**config.mk**
```make
export PLATFORM = sky130hd
export DESIGN_NAME = dense_seq_ctrl_flat
export DESIGN_NICKNAME = d
export VERILOG_FILES = /design/src/rtl/dense_seq_ctrl_pkg.sv /design/src/rtl/dense_seq_ctrl_if.sv /design/src/rtl/dense_seq_ctrl_mac.sv /design/src/rtl/dense_seq_ctrl.sv /design/src/flat_wrapper.sv
export SDC_FILE = /design/constraint.sdc
export NUM_CORES = 1
export LEC_CHECK = 0
export ABC_AREA = 1
export BUFFER_PORTS_ARGS = -buffer_cell sky130_fd_sc_hd__clkbuf_2
export CAP_MARGIN = 40
export CORE_ASPECT_RATIO = 0.9
export CORE_MARGIN = 2
export CORE_UTILIZATION = 64
export CTS_BUF_LIST = sky130_fd_sc_hd__clkbuf_8 sky130_fd_sc_hd__clkbuf_16
export CTS_CLUSTER_SIZE = 24
export DETAILED_ROUTE_END_ITERATION = 8
export GPL_TIMING_DRIVEN = 0
export PLACE_DENSITY = 0.83
export SLEW_MARGIN = 20
export SYNTH_ARGS = -nofsm -noshare
export SYNTH_HDL_FRONTEND = slang
export SYNTH_HIERARCHICAL = 1
export SYNTH_SLANG_ARGS = --single-unit
```
**constraint.sdc**
```tcl
create_clock -name clk -period 6.6 [get_ports clk]
set_input_delay 0.33 -clock clk [delete_from_list [all_inputs] [get_ports clk]]
set_output_delay 0.33 -clock clk [all_outputs]
set_load 0.02 [all_outputs]
```
**src/rtl/dense_seq_ctrl_pkg.sv**
```systemverilog
// Shared types and helpers for the dense-layer sequencer (FSM states, clamp, widths).
// Latency: n/a (types and pure functions only).
// Backpressure: n/a.
package dense_pkg;

  typedef enum logic [1:0] {
    IDLE  = 2'd0,
    MAC   = 2'd1,
    DRAIN = 2'd2,
    OUT   = 2'd3
  } state_t;

  localparam int ACC_WIDTH_DEF = 32;

  // Address width for a memory of 'depth' entries; never below one bit.
  function automatic int addr_w(input int depth);
    return (depth > 1) ? $clog2(depth) : 1;
  endfunction

  // Saturate a sign-extended accumulator value (ACC_WIDTH up to 64) into
  // the signed range of a data_w-bit word. Caller truncates to data_w bits.
  function automatic logic signed [63:0] clamp_sat(input logic signed [63:0] v,
                                                   input int data_w);
    logic signed [63:0] hi;
    logic signed [63:0] lo;
    hi = (64'sd1 <<< (data_w - 1)) - 64'sd1;
    lo = -hi - 64'sd1;
    if (v > hi) return hi;
    else if (v < lo) return lo;
    else return v;
  endfunction

endpackage

```
**src/rtl/dense_seq_ctrl_if.sv**
```systemverilog
// Bundle of start handshake, buffer/ROM read ports and result stream of the sequencer.
// Latency: n/a (wiring only); memories are expected to answer one cycle after the address.
// Backpressure: out_valid/out_ready on results, start_valid/start_ready on pass requests.
interface dense_seq_ctrl_if
  import dense_pkg::*;
#(
  parameter int INPUT_LEN  = 169,
  parameter int OUTPUT_LEN = 16,
  parameter int DATA_WIDTH = 8
);
  localparam int IW = addr_w(INPUT_LEN);
  localparam int WW = addr_w(INPUT_LEN * OUTPUT_LEN);
  localparam int NW = addr_w(OUTPUT_LEN);

  logic                         start_valid;
  logic                         start_ready;
  logic [IW-1:0]                in_addr;
  logic signed [DATA_WIDTH-1:0] in_data;
  logic [WW-1:0]                w_addr;
  logic signed [DATA_WIDTH-1:0] w_data;
  logic [NW-1:0]                b_addr;
  logic signed [DATA_WIDTH-1:0] b_data;
  logic                         out_valid;
  logic                         out_ready;
  logic [NW-1:0]                out_idx;
  logic signed [DATA_WIDTH-1:0] out_data;
  logic                         busy;
  logic                         done;

  // Sequencer side.
  modport master (
    input  start_valid, in_data, w_data, b_data, out_ready,
    output start_ready, in_addr, w_addr, b_addr, out_valid, out_idx, out_data, busy, done
  );

  // Environment side: memories, requester and result consumer.
  modport slave (
    output start_valid, in_data, w_data, b_data, out_ready,
    input  start_ready, in_addr, w_addr, b_addr, out_valid, out_idx, out_data, busy, done
  );
endinterface

```
**src/rtl/dense_seq_ctrl_mac.sv**
```systemverilog
// Accumulator for one neuron: signed MAC, bias add, clamp, optional ReLU (DENSE_RELU_EN).
// Latency: acc updates on the edge after acc_en/bias_en; result is combinational from acc and inputs.
// Backpressure: none; the controller gates updates through clear/acc_en/bias_en.
module dense_mac
  import dense_pkg::*;
#(
  parameter int DATA_WIDTH = 8,
  parameter int ACC_WIDTH  = ACC_WIDTH_DEF
) (
  input  logic                         clk,
  input  logic                         rst,
  input  logic                         clear,
  input  logic                         acc_en,
  input  logic                         bias_en,
  input  logic signed [DATA_WIDTH-1:0] in_data,
  input  logic signed [DATA_WIDTH-1:0] w_data,
  input  logic signed [DATA_WIDTH-1:0] b_data,
  output logic signed [DATA_WIDTH-1:0] result
);
  logic signed [ACC_WIDTH-1:0]    acc;
  logic signed [ACC_WIDTH-1:0]    acc_nxt;
  logic signed [2*DATA_WIDTH-1:0] prod;
  logic signed [DATA_WIDTH-1:0]   sat;

  // Full-width product and bias, sign-extended; no saturation until the final clamp.
  always_comb begin
    prod    = in_data * w_data;
    acc_nxt = acc;
    if (acc_en)  acc_nxt = acc_nxt + ACC_WIDTH'(prod);
    if (bias_en) acc_nxt = acc_nxt + ACC_WIDTH'(b_data);
    sat = DATA_WIDTH'(clamp_sat(64'(acc_nxt), DATA_WIDTH));
`ifdef DENSE_RELU_EN
    result = sat[DATA_WIDTH-1] ? '0 : sat;
`else
    result = sat;
`endif
  end

  // Accumulator register: cleared between neurons, updated only when enabled.
  always_ff @(posedge clk or negedge rst) begin
    if (!rst)                  acc <= '0;
    else if (clear)            acc <= '0;
    else if (acc_en | bias_en) acc <= acc_nxt;
  end
endmodule

```
**src/rtl/dense_seq_ctrl.sv**
```systemverilog
// Fully-connected layer sequencer: one MAC walks buffer/ROMs, streams one clamped result per neuron.
// Latency: INPUT_LEN+2 cycles per neuron with out_ready high; optional ReLU via DENSE_RELU_EN.
// Backpressure: out_ready low holds OUT with data, index and addresses frozen; start only taken in IDLE.
module dense_seq_ctrl
  import dense_pkg::*;
#(
  parameter int INPUT_LEN  = 169,
  parameter int OUTPUT_LEN = 16,
  parameter int DATA_WIDTH = 8,
  parameter int ACC_WIDTH  = ACC_WIDTH_DEF
) (
  input  logic             clk,
  input  logic             rst,
  dense_seq_ctrl_if.master bus
);
  localparam int IW = addr_w(INPUT_LEN);
  localparam int WW = addr_w(INPUT_LEN * OUTPUT_LEN);
  localparam int NW = addr_w(OUTPUT_LEN);

  state_t                       state;
  logic [IW-1:0]                j;
  logic [WW-1:0]                w_addr;
  logic [NW-1:0]                n;
  logic                         start_ready;
  logic                         busy;
  logic                         done;
  logic                         out_valid;
  logic [NW-1:0]                out_idx;
  logic signed [DATA_WIDTH-1:0] out_data;
  logic signed [DATA_WIDTH-1:0] mac_result;
  logic                         mac_clear;
  logic                         mac_acc_en;
  logic                         mac_bias_en;

  // j doubles as the input address and n as the bias address; both hold outside MAC.
  assign bus.in_addr     = j;
  assign bus.w_addr      = w_addr;
  assign bus.b_addr      = n;
  assign bus.start_ready = start_ready;
  assign bus.busy        = busy;
  assign bus.done        = done;
  assign bus.out_valid   = out_valid;
  assign bus.out_idx     = out_idx;
  assign bus.out_data    = out_data;

  // Datapath controls: data for address j arrives one cycle later, so the first MAC cycle adds nothing.
  always_comb begin
    mac_clear   = (state == IDLE) || (state == OUT);
    mac_acc_en  = ((state == MAC) && (j != '0)) || (state == DRAIN);
    mac_bias_en = (state == DRAIN);
  end

  dense_mac #(
    .DATA_WIDTH(DATA_WIDTH),
    .ACC_WIDTH (ACC_WIDTH)
  ) u_mac (
    .clk    (clk),
    .rst    (rst),
    .clear  (mac_clear),
    .acc_en (mac_acc_en),
    .bias_en(mac_bias_en),
    .in_data(bus.in_data),
    .w_data (bus.w_data),
    .b_data (bus.b_data),
    .result (mac_result)
  );

  // Sequencing FSM with registered handshake, status and address outputs.
  always_ff @(posedge clk or negedge rst) begin
    if (!rst) begin
      state       <= IDLE;
      j           <= '0;
      w_addr      <= '0;
      n           <= '0;
      start_ready <= 1'b0;
      busy        <= 1'b0;
      done        <= 1'b0;
      out_valid   <= 1'b0;
      out_idx     <= '0;
      out_data    <= '0;
    end else begin
      done <= 1'b0;
      case (state)
        IDLE: begin
          if (start_valid_accept()) begin
            state       <= MAC;
            j           <= '0;
            w_addr      <= '0;
            n           <= '0;
            start_ready <= 1'b0;
            busy        <= 1'b1;
          end else begin
            start_ready <= 1'b1;
          end
        end
        MAC: begin
          if (j == IW'(INPUT_LEN - 1)) begin
            state <= DRAIN;
          end else begin
            j      <= j + 1'b1;
            w_addr <= w_addr + 1'b1;
          end
        end
        DRAIN: begin
          out_data  <= mac_result;
          out_idx   <= n;
          out_valid <= 1'b1;
          state     <= OUT;
        end
        OUT: begin
          if (bus.out_ready) begin
            out_valid <= 1'b0;
            if (n == NW'(OUTPUT_LEN - 1)) begin
              state       <= IDLE;
              done        <= 1'b1;
              busy        <= 1'b0;
              start_ready <= 1'b1;
            end else begin
              // w_addr sits on the last weight of neuron n, so +1 is the first weight of n+1.
              n      <= n + 1'b1;
              j      <= '0;
              w_addr <= w_addr + 1'b1;
              state  <= MAC;
            end
          end
        end
        default: state <= IDLE;
      endcase
    end
  end

  function automatic logic start_valid_accept();
    return bus.start_valid && start_ready;
  endfunction
endmodule

```
**src/flat_wrapper.sv**
```systemverilog
// flat-port wrapper written by rule: the top's interface ports become plain ports
module dense_seq_ctrl_flat import dense_pkg::*;
#(
  parameter int INPUT_LEN  = 169,
  parameter int OUTPUT_LEN = 16,
  parameter int DATA_WIDTH = 8,
  parameter int ACC_WIDTH  = ACC_WIDTH_DEF
)
  (clk, rst, bus_start_valid, bus_in_data, bus_w_data, bus_b_data, bus_out_ready, bus_start_ready, bus_in_addr, bus_w_addr, bus_b_addr, bus_out_valid, bus_out_idx, bus_out_data, bus_busy, bus_done);
  dense_seq_ctrl_if #(.INPUT_LEN(INPUT_LEN), .OUTPUT_LEN(OUTPUT_LEN), .DATA_WIDTH(DATA_WIDTH)) bus_i ();
  input  logic clk;
  input  logic rst;
  input wire logic [$bits(bus_i.start_valid)-1:0] bus_start_valid;
  input wire logic [$bits(bus_i.in_data)-1:0] bus_in_data;
  input wire logic [$bits(bus_i.w_data)-1:0] bus_w_data;
  input wire logic [$bits(bus_i.b_data)-1:0] bus_b_data;
  input wire logic [$bits(bus_i.out_ready)-1:0] bus_out_ready;
  output wire logic [$bits(bus_i.start_ready)-1:0] bus_start_ready;
  output wire logic [$bits(bus_i.in_addr)-1:0] bus_in_addr;
  output wire logic [$bits(bus_i.w_addr)-1:0] bus_w_addr;
  output wire logic [$bits(bus_i.b_addr)-1:0] bus_b_addr;
  output wire logic [$bits(bus_i.out_valid)-1:0] bus_out_valid;
  output wire logic [$bits(bus_i.out_idx)-1:0] bus_out_idx;
  output wire logic [$bits(bus_i.out_data)-1:0] bus_out_data;
  output wire logic [$bits(bus_i.busy)-1:0] bus_busy;
  output wire logic [$bits(bus_i.done)-1:0] bus_done;
  assign bus_i.start_valid = bus_start_valid;
  assign bus_i.in_data = bus_in_data;
  assign bus_i.w_data = bus_w_data;
  assign bus_i.b_data = bus_b_data;
  assign bus_i.out_ready = bus_out_ready;
  assign bus_start_ready = bus_i.start_ready;
  assign bus_in_addr = bus_i.in_addr;
  assign bus_w_addr = bus_i.w_addr;
  assign bus_b_addr = bus_i.b_addr;
  assign bus_out_valid = bus_i.out_valid;
  assign bus_out_idx = bus_i.out_idx;
  assign bus_out_data = bus_i.out_data;
  assign bus_busy = bus_i.busy;
  assign bus_done = bus_i.done;
  dense_seq_ctrl #(.INPUT_LEN(INPUT_LEN), .OUTPUT_LEN(OUTPUT_LEN), .DATA_WIDTH(DATA_WIDTH), .ACC_WIDTH(ACC_WIDTH)) u_core (.clk(clk), .rst(rst), .bus(bus_i));
endmodule
```
==> results.md, run 1 <==
- I/O Pins: 68
- Final WL: 42,690 um
- Ratio of cells with drive above 1 in the final layout: 28.72%
- Max incr delay on CP: 0.57 ns
- CTS tree: built
- Max-cap violations: 0
- Top cell type by total area after synthesis: fa_1
- Die area: 20,930 sq um
- CTS sink count: 74
- Area post-placement: 13,730 sq um
- Final setup margin: -0.2389 ns
- Die Span Y: 137.4 um
- GRT overflow: 0
- Most used cell, CP: nand2_1
- TritonCTS buffer count: 9
- Total number of vias: 13,390
- CP Max Fanout: 8
- Post-Syn Area: 12,660 sq um
- Top FF cell, synth: dfrtp_1
- Vias per cell: 6.000
- Worst Setup SP: bus_w_data[0]
- Drt wl/cell: 19.13 um
- Worst Setup Start Kind: input pin
- Critical Path RT: 6.82 ns
- Hold Path Stages: 2
- Area delta synth->final: 29.24%
- Final core utilization: 84.89%
- CP arrival: 7.06 ns
- Most common cell in the netlist: nand2_1
- Antenna violations before repair: 0
- Placed Cells: 2,141
- Critical path depth in cells: 41
- Die W: 152.3 um
- Run status: finished with violations
- Worst R2R Path Depth: 37
- Slew @ Worst Pin: 0.7831 ns
- Worst Setup End Kind: flip-flop
- Violated checks: design-rule violations, negative setup slack
- Crit-path slowest cell: fa_1
- Final Hold Viols: 0
- First-pass GRT wire length: 57,640 um
- Async S/R FF share, synth: 100.0%
- TritonRoute pass-1 iters: 9
- Synth warn: 6
- Routed Antenna Nets: 0
- Hold Crit Class: in2reg
- PortBufs: 52
- GRT Overall Usage: 34.35%
- RSZ-0062 raised after global routing: yes
- Initial Util: 65.69%
- Number of global-route vias before repair: 11,830
- Layout net count: 2,256
- Hpwl dp: 27,920 um
- Final slew viol count: 0
- CP top delay family: adder cells
- Yosys cell types: 47
- Worst-path clk slew: 0.07 ns
- Number of synthesized flops with an enable pin: 0
- DRC: 6
- Period minus WS final: 6.839 ns
- Syn Area/Cell: 6.897 sq um
- Diode count: 0
- Core region area: 19,280 sq um
- Setup-violating endpoint count in the final report: 7
- CTS HTree Levels: 3
- Crit Path Category: in2reg
- Yosys top cell area share: 21.66%
- Row cnt: 48
- HP Start: bus_out_ready
- Final GP Congestion: 0.9817
- CTS Root Buffer Type: clkbuf_16
- Synthesized Nets: 2,116
- Iteration-0 DRC Markers: 1,496
- Largest net degree at the start of global routing: 41
- Clk_skew: 0.01156 ns
- Slew margin rel.: 47.79%
- Synthesis-stage register bit count: 74
- Period utilization: 103.6%
- Clk Latency, worst-skew pair: 0.34 ns
- Fmax achieved: 146.2 MHz
- Synth Instances: 1,836
- Non-filler cells, final: 2,231
- Seq/Total Area, Yosys: 14.62%
- Final Instance Area: 16,370 sq um
- Clk buf depth: 2
- Area contributors post-synth: fa_1 22%, nand2_1 18%, dfrtp_1 15%
- WP buf/inv: 8
- Commonest cells post-synth: 602 x nand2_1, 295 x inv_1, 148 x nor2_1, 142 x nand3_1, 137 x fa_1
- RR Startpoint: u_core/u_mac/acc[13]$_DFFE_PN0P_
cell type report:
type / count / area (sq um)
timing repair inverter: 1 / 7.507
buffer: 36 / 232.7
clock buffer: 9 / 225.2
tap: 250 / 312.8
clock inverter: 7 / 68.82
inverter: 319 / 1244
timing repair buffer: 128 / 967.2
multi-input combinational: 1407 / 11460
fill: 1055 / 2913
sequential: 74 / 1852
layout by cell type (no fill, tap or decap), types with 19 or more instances in the layout:
master | Yosys | final
nand3_1 | 142 | 110
ha_4 | 0 | 60
buf_4 | 0 | 65
nand2_1 | 602 | 494
ha_1 | 115 | 52
nor2_2 | 9 | 27
a21oi_1 | 48 | 23
nand3_2 | 8 | 37
inv_2 | 19 | 29
inv_1 | 295 | 274
nor2_1 | 148 | 110
fa_1 | 137 | 133
nand2_2 | 21 | 88
clkbuf_2 | 0 | 58
nor2_4 | 3 | 23
o21ai_0 | 43 | 34
dfrtp_1 | 74 | 74
a21oi_2 | 7 | 23
nand4_1 | 19 | 19
nand2_4 | 1 | 38
routing by layer:
| metal | wire (um) | GRT usage, % | up-vias |
|---|---|---|---|
| li1 | - | - | 5959 |
| met1 | 15930 | 45.96 | 6295 |
| met2 | 20960 | 60.74 | 883 |
| met3 | 3516 | 2.894 | 250 |
| met4 | 2280 | 9.398 | 0 |
| met5 | 0 | 0 | - |
worst paths after layout:
check	to	slack [ns]
worst min register to register	u_core/bus.out_data[5]$_DFFE_PN0P_	0.48
max in group asynchronous	u_core/bus.out_idx[0]$_DFFE_PN0P_	5.48
worst max-delay path	u_core/bus.out_data[6]$_DFFE_PN0P_	-0.24
worst max register to register	u_core/bus.out_data[6]$_DFFE_PN0P_	-0.11
worst min-delay path	u_core/bus.out_valid$_DFFE_PN0P_	0.18
min in group asynchronous	u_core/bus.out_data[0]$_DFFE_PN0P_	0.54
what timing repair did:
action | in CTS | in global routing
cloned | 1 | 1
pin swaps | 43 | 179
setup endpoints to repair | 20 | 8
gates resized for setup | 112 | 320
setup buffers | 21 | 49
hold endpoints to repair | 34 | 0
hold buffers | 1 | 0
stage by stage:
| stage | hold WS (ns) | setup TNS (ns) | worst slack, ns |
|---|---|---|---|
| after global placement | 0.4563 | -14.59 | -1.204 |
| after floorplan | 0.03441 | 0 | 0.001610 |
| after global routing | 0.1888 | -2.294 | -0.3581 |
| final | 0.1814 | -1.405 | -0.2389 |
| after detailed placement | 0.3393 | -16.84 | -1.331 |
| after CTS | 0.1748 | 0 | 0.002613 |
sequential cells by signal, indices dropped and copies added, names as in the netlist:
signal,flops
u_core/u_mac/acc,32
u_core/bus.w_addr,12
u_core/bus.in_addr,8
u_core/bus.out_data,8
u_core/bus.b_addr,4
u_core/bus.out_idx,4
u_core/state,2
u_core/bus.busy,1
u_core/bus.done,1
u_core/bus.out_valid,1
u_core/bus.start_ready,1
logic make-up after synthesis:
group / Yosys count / share of synthesized area [%]
AND/OR/NAND/NOR: 1001 / 33.88
flip-flops: 74 / 14.62
AO/OA/AOI/OAI: 125 / 5.652
adder cells (fa/ha/maj): 252 / 33.02
XOR/XNOR: 29 / 2.006
buffers and inverters: 355 / 10.82
Power of run 1 is left out: the tool's default activity adds up to more than one toggle a clock period on the data nets, which glitch-free logic cannot reach.
==> inputs of run 2 (changes only) <==
Settings changed: CORE_ASPECT_RATIO 0.9 to 0.8.
Clock period 6.6 ns to 6.87 ns, I/O delays scaled along.
==> results.md, run 2 (synthesis results as in run 1) <==
- RR Startpoint: u_core/u_mac/acc[12]$_DFFE_PN0P_
- R2R Setup Slk: 0.20 ns
- Hpwl dp: 28,870 um
- Fmax achieved: 143.0 MHz
- RSZ-0062 raised after global routing: yes
- Antenna violations before repair: 0
- Die area: 20,930 sq um
- Iteration-0 DRC Markers: 1,319
- Period minus WS final: 6.991 ns
- Period utilization: 101.8%
- Total number of vias: 12,710
- Largest regs: u_core/u_mac/acc (32), u_core/bus.w_addr (12)
- I/O Pins: 68
- Routed Antenna Nets: 0
- Slew margin rel.: 54.28%
- TritonRoute pass-1 iters: 6
- Clk_skew: 0.01198 ns
- Largest net degree at the start of global routing: 40
- Initial Util: 65.96%
- Final GP Congestion: 0.9775
- Setup-violating endpoint count in the final report: 7
- First-pass GRT wire length: 57,130 um
- Placed Cells: 2,147
- Max-cap violations: 0
- Worst-path clk slew: 0.06 ns
- Violated checks: negative setup slack
- Run status: finished with violations
- Final Hold Viols: 0
- Non-filler cells, final: 2,209
- TritonCTS buffer count: 9
- Reg2reg end: u_core/bus.out_data[2]$_DFFE_PN0P_
- Final slew viol count: 0
- Most common cell after layout, fill and taps aside: nand2_1
- Area delta synth->final: 21.83%
- Most used cell, CP: nand2_1
- Worst Setup Start Kind: input pin
- Ratio of cells with drive above 1 in the final layout: 22.55%
- Die W: 161.3 um
- Diode count: 0
- CTS tree: built
- Layout net count: 2,226
- Slew @ Worst Pin: 0.6858 ns
- Reg with most FFs: u_core/u_mac/acc
- Die Span Y: 129.8 um
- GRT overflow: 0
- Vias per cell: 5.751
- Worst Setup End Kind: flip-flop
- Clk buf depth: 2
- CP Max Fanout: 7
- Hold_buf cts: 0
- DRC: 0
- Final WL: 39,650 um
- CTS Root Buffer Type: clkbuf_16
- Commonest cells after routing, fill and taps aside: 532 x nand2_1, 280 x inv_1, 132 x fa_1
- Largest register FFs: 32
- Row cnt: 45
- CTS sink count: 74
- Final Instance Area: 15,430 sq um
- Critical Path RT: 7.15 ns
- CP arrival: 7.27 ns
- Crit-path slowest cell: fa_2
- Clk Latency, worst-skew pair: 0.34 ns
- Final setup margin: -0.1214 ns
- Max incr delay on CP: 0.67 ns
- Hold Crit Class: in2async
- Worst R2R Path Depth: 35
- PortBufs: 52
- Fillers: 1,279
- Core region area: 19,200 sq um
- Crit Path Category: in2reg
- Area post-placement: 13,290 sq um
- Drt wl/cell: 17.95 um
- Setup Total Neg Slack: -0.6474 ns
- Number of global-route vias before repair: 11,400
- CTS HTree Levels: 3
- GRT Overall Usage: 34.81%
## run 2: worst max path at each step
stage	start	to	slack [ns]	cells past startpoint
final	bus_in_data[7]	u_core/bus.out_data[2]$_DFFE_PN0P_	-0.12	39
after global routing	bus_in_data[7]	u_core/bus.out_data[2]$_DFFE_PN0P_	-0.34	37
after CTS	bus_w_data[2]	u_core/bus.out_data[0]$_DFFE_PN0P_	0.00004	41
after detailed placement	bus_w_data[3]	u_core/bus.out_data[0]$_DFFE_PN0P_	-1.24	37
after global placement	bus_w_data[2]	u_core/bus.out_data[1]$_DFFE_PN0P_	-1.25	39
after floorplan	bus_in_data[7]	u_core/bus.out_data[4]$_DFFE_PN0P_	0.04	40
## run 2: per-stage QoR
stage          utilization, %  hold slack (ns)  setup WS, ns
2_1_floorplan               -          0.04791       0.03621
3_3_place_gp            69.09           0.4595        -1.247
3_5_place_dp            69.21           0.3825        -1.244
4_1_cts                 73.21          0.01886    0.00003819
5_1_grt                 80.35          0.05094       -0.3387
6_report                80.35        0.0008979       -0.1214
## run 2: critical path, delay by kind of cell
| family | cells | cell delay [ns] |
|---|---|---|
| AO/OA/AOI/OAI | 2 | 0.28 |
| adder cells (fa/ha/maj) | 7 | 3.37 |
| buffers and inverters | 8 | 0.91 |
| AND/OR/NAND/NOR | 22 | 2.34 |
## run 2: cell type report
| cell class | count | area [sq um] | area share (%) |
|---|---|---|---|
| clock inverter | 6 | 72.57 | 0.4704 |
| timing repair buffer | 98 | 695.7 | 4.509 |
| sequential | 74 | 1852 | 12.00 |
| tap | 258 | 322.8 | 2.092 |
| timing repair inverter | 1 | 7.507 | 0.04866 |
| buffer | 36 | 221.5 | 1.436 |
| clock buffer | 10 | 239.0 | 1.549 |
| inverter | 319 | 1235 | 8.005 |
| multi-input combinational | 1407 | 10780 | 69.89 |
## run 2: per-layer routing
metal	wire [um]	vias to the layer above	track usage [%]
li1	-	5903	-
met1	16350	6057	49.91
met2	18730	629	56.27
met3	3436	116	5.118
met4	1136	0	8.718
met5	0	-	0
## run 2: timing repair
| item | CTS | global route |
|---|---|---|
| endpoints found under the setup margin | 21 | 8 |
| gates cloned | 1 | 1 |
| buffers inserted | 15 | 28 |
| gates resized for setup | 62 | 270 |
| pin swaps | 10 | 106 |
Power of run 2 is left out for the same reason.
==> inputs of run 3 (changes only) <==
Settings changed: CORE_UTILIZATION 64 to 60, PLACE_DENSITY 0.83 to 0.78.
==> results.md, run 3 (synthesis results as in run 1) <==
- Die area: 22,290 sq um
- Reg with most FFs: u_core/u_mac/acc
- Final WL: 36,670 um
- Run status: finished with violations
- Antenna violations before repair: 0
- Max-cap violations: 0
- CTS sink count: 74
- Max incr delay on CP: 0.62 ns
- Worst slack, placed: -1.281 ns
- Die Span Y: 133.9 um
- I/O Pins: 68
- Crit-path slowest cell: fa_2
- Clk Latency, worst-skew pair: 0.35 ns
- GRT Overall Usage: 31.06%
- Worst-path clk slew: 0.07 ns
- Period utilization: 99.05%
- CP Max Fanout: 8
- CTS tree: built
- Largest register FFs: 32
- DRC: 0
- PortBufs: 52
- Initial Util: 61.18%
- TritonRoute pass-1 iters: 7
- First-pass GRT wire length: 55,590 um
- Vias per cell: 5.598
- Area delta synth->final: 20.67%
- Setup-violating endpoint count in the final report: 0
- Routed Antenna Nets: 0
- Final Hold Viols: 8
- WHS: -0.01366 ns
- Slew @ Worst Pin: 0.6575 ns
- Final setup margin: 0.06560 ns
- Most used cell, CP: nand2_1
- Hold_buf cts: 0
- Slew margin rel.: 55.71%
- Drt wl/cell: 16.53 um
- Row cnt: 47
- Hpwl dp: 28,120 um
- GRT overflow: 0
- Placed Cells: 2,158
- CP arrival: 7.08 ns
- Die W: 166.4 um
- Violated checks: negative hold slack
- Period minus WS final: 6.804 ns
- Largest net degree at the start of global routing: 39
- Diode count: 0
- Fmax achieved: 147.0 MHz
- Clk_skew: 0.01295 ns
- Most common cell after layout, fill and taps aside: nand2_1
- Crit Path Category: in2reg
- Iteration-0 DRC Markers: 1,134
- Worst Setup SP: bus_w_data[4]
- Worst Setup Start Kind: input pin
- Hold Crit Class: in2async
- Final slew viol count: 0
- Non-filler cells, final: 2,218
- Core region area: 20,700 sq um
- R2R Setup Slk: 0.19 ns
- CTS Root Buffer Type: clkbuf_16
- Worst R2R Path Depth: 37
- Total number of vias: 12,420
- RR Startpoint: u_core/u_mac/acc[6]$_DFFE_PN0P_
- TritonCTS buffer count: 9
- Layout net count: 2,224
- Largest regs: u_core/u_mac/acc (32), u_core/bus.w_addr (12)
- Ratio of cells with drive above 1 in the final layout: 20.73%
- CTS HTree Levels: 3
- Critical Path RT: 7.14 ns
- Commonest cells after routing, fill and taps aside: 552 x nand2_1, 283 x inv_1, 133 x fa_1
- Number of global-route vias before repair: 11,300
- Final GP Congestion: 0.9994
- Worst Setup End Kind: flip-flop
- Clk buf depth: 2
- Reg2reg end: u_core/bus.out_data[0]$_DFFE_PN0P_
-- run 3: changes by cell type in the layout (fill, tap and decap cells not counted), moves of 3 or more --
cell,before,now
nand2_2,74,48
nand2_1,532,552
inv_2,29,22
a21oi_1,28,34
nand2_4,18,24
a21oi_4,5,1
buf_6,9,5
inv_4,2,6
nor2_2,15,19
inv_1,280,283
nor2_4,17,14
-- run 3: area by class of cell --
type	instances	area (sq um)
buffer	36	201.4
clock buffer	9	225.2
clock inverter	7	81.33
fill	1569	5419
inverter	319	1240
multi-input combinational	1407	10680
sequential	74	1852
tap	269	336.6
timing repair buffer	96	658.1
timing repair inverter	1	7.507
-- run 3: how the worst max path moves through the flow --
stage / end / slack, ns / cells after the start
6_report: u_core/bus.out_data[0]$_DFFE_PN0P_ / 0.07 / 42
3_5_place_dp: u_core/bus.out_data[5]$_DFFE_PN0P_ / -1.28 / 40
2_1_floorplan: u_core/bus.out_data[4]$_DFFE_PN0P_ / 0.04 / 40
5_1_grt: u_core/bus.out_data[4]$_DFFE_PN0P_ / -0.18 / 42
4_1_cts: u_core/bus.out_data[0]$_DFFE_PN0P_ / 0.002 / 39
3_3_place_gp: u_core/bus.out_data[1]$_DFFE_PN0P_ / -1.20 / 40
-- run 3: worst max-delay path, delay by kind of cell --
family,cells,cell delay [ns]
AND/OR/NAND/NOR,29,2.97
adder cells (fa/ha/maj),7,3.10
buffers and inverters,6,0.66
-- run 3: repair_timing --
item	4_1_cts	5_1_grt
setup buffers	15	27
pin swaps	6	100
gates resized for setup	56	236
gates cloned	1	0
setup endpoints to repair	17	7
-- run 3: routing by layer --
metal | routed length, um | track usage, % | share of wire [%]
met5 | 0 | 0 | 0
met4 | 832 | 6.657 | 2.3
met3 | 3193 | 3.836 | 8.7
met2 | 16820 | 47.66 | 46
met1 | 15820 | 47.41 | 43
-- run 3: stage by stage --
stage / area [sq um] / setup TNS, ns / utilization [%]
2_1_floorplan: 12680 / 0 / -
3_3_place_gp: 13280 / -14.97 / 64.15
3_5_place_dp: 13300 / -15.90 / 64.26
4_1_cts: 14040 / 0 / 67.85
5_1_grt: 15280 / -1.118 / 73.82
6_report: 15280 / 0 / 73.82
Power of run 3 is left out for the same reason.
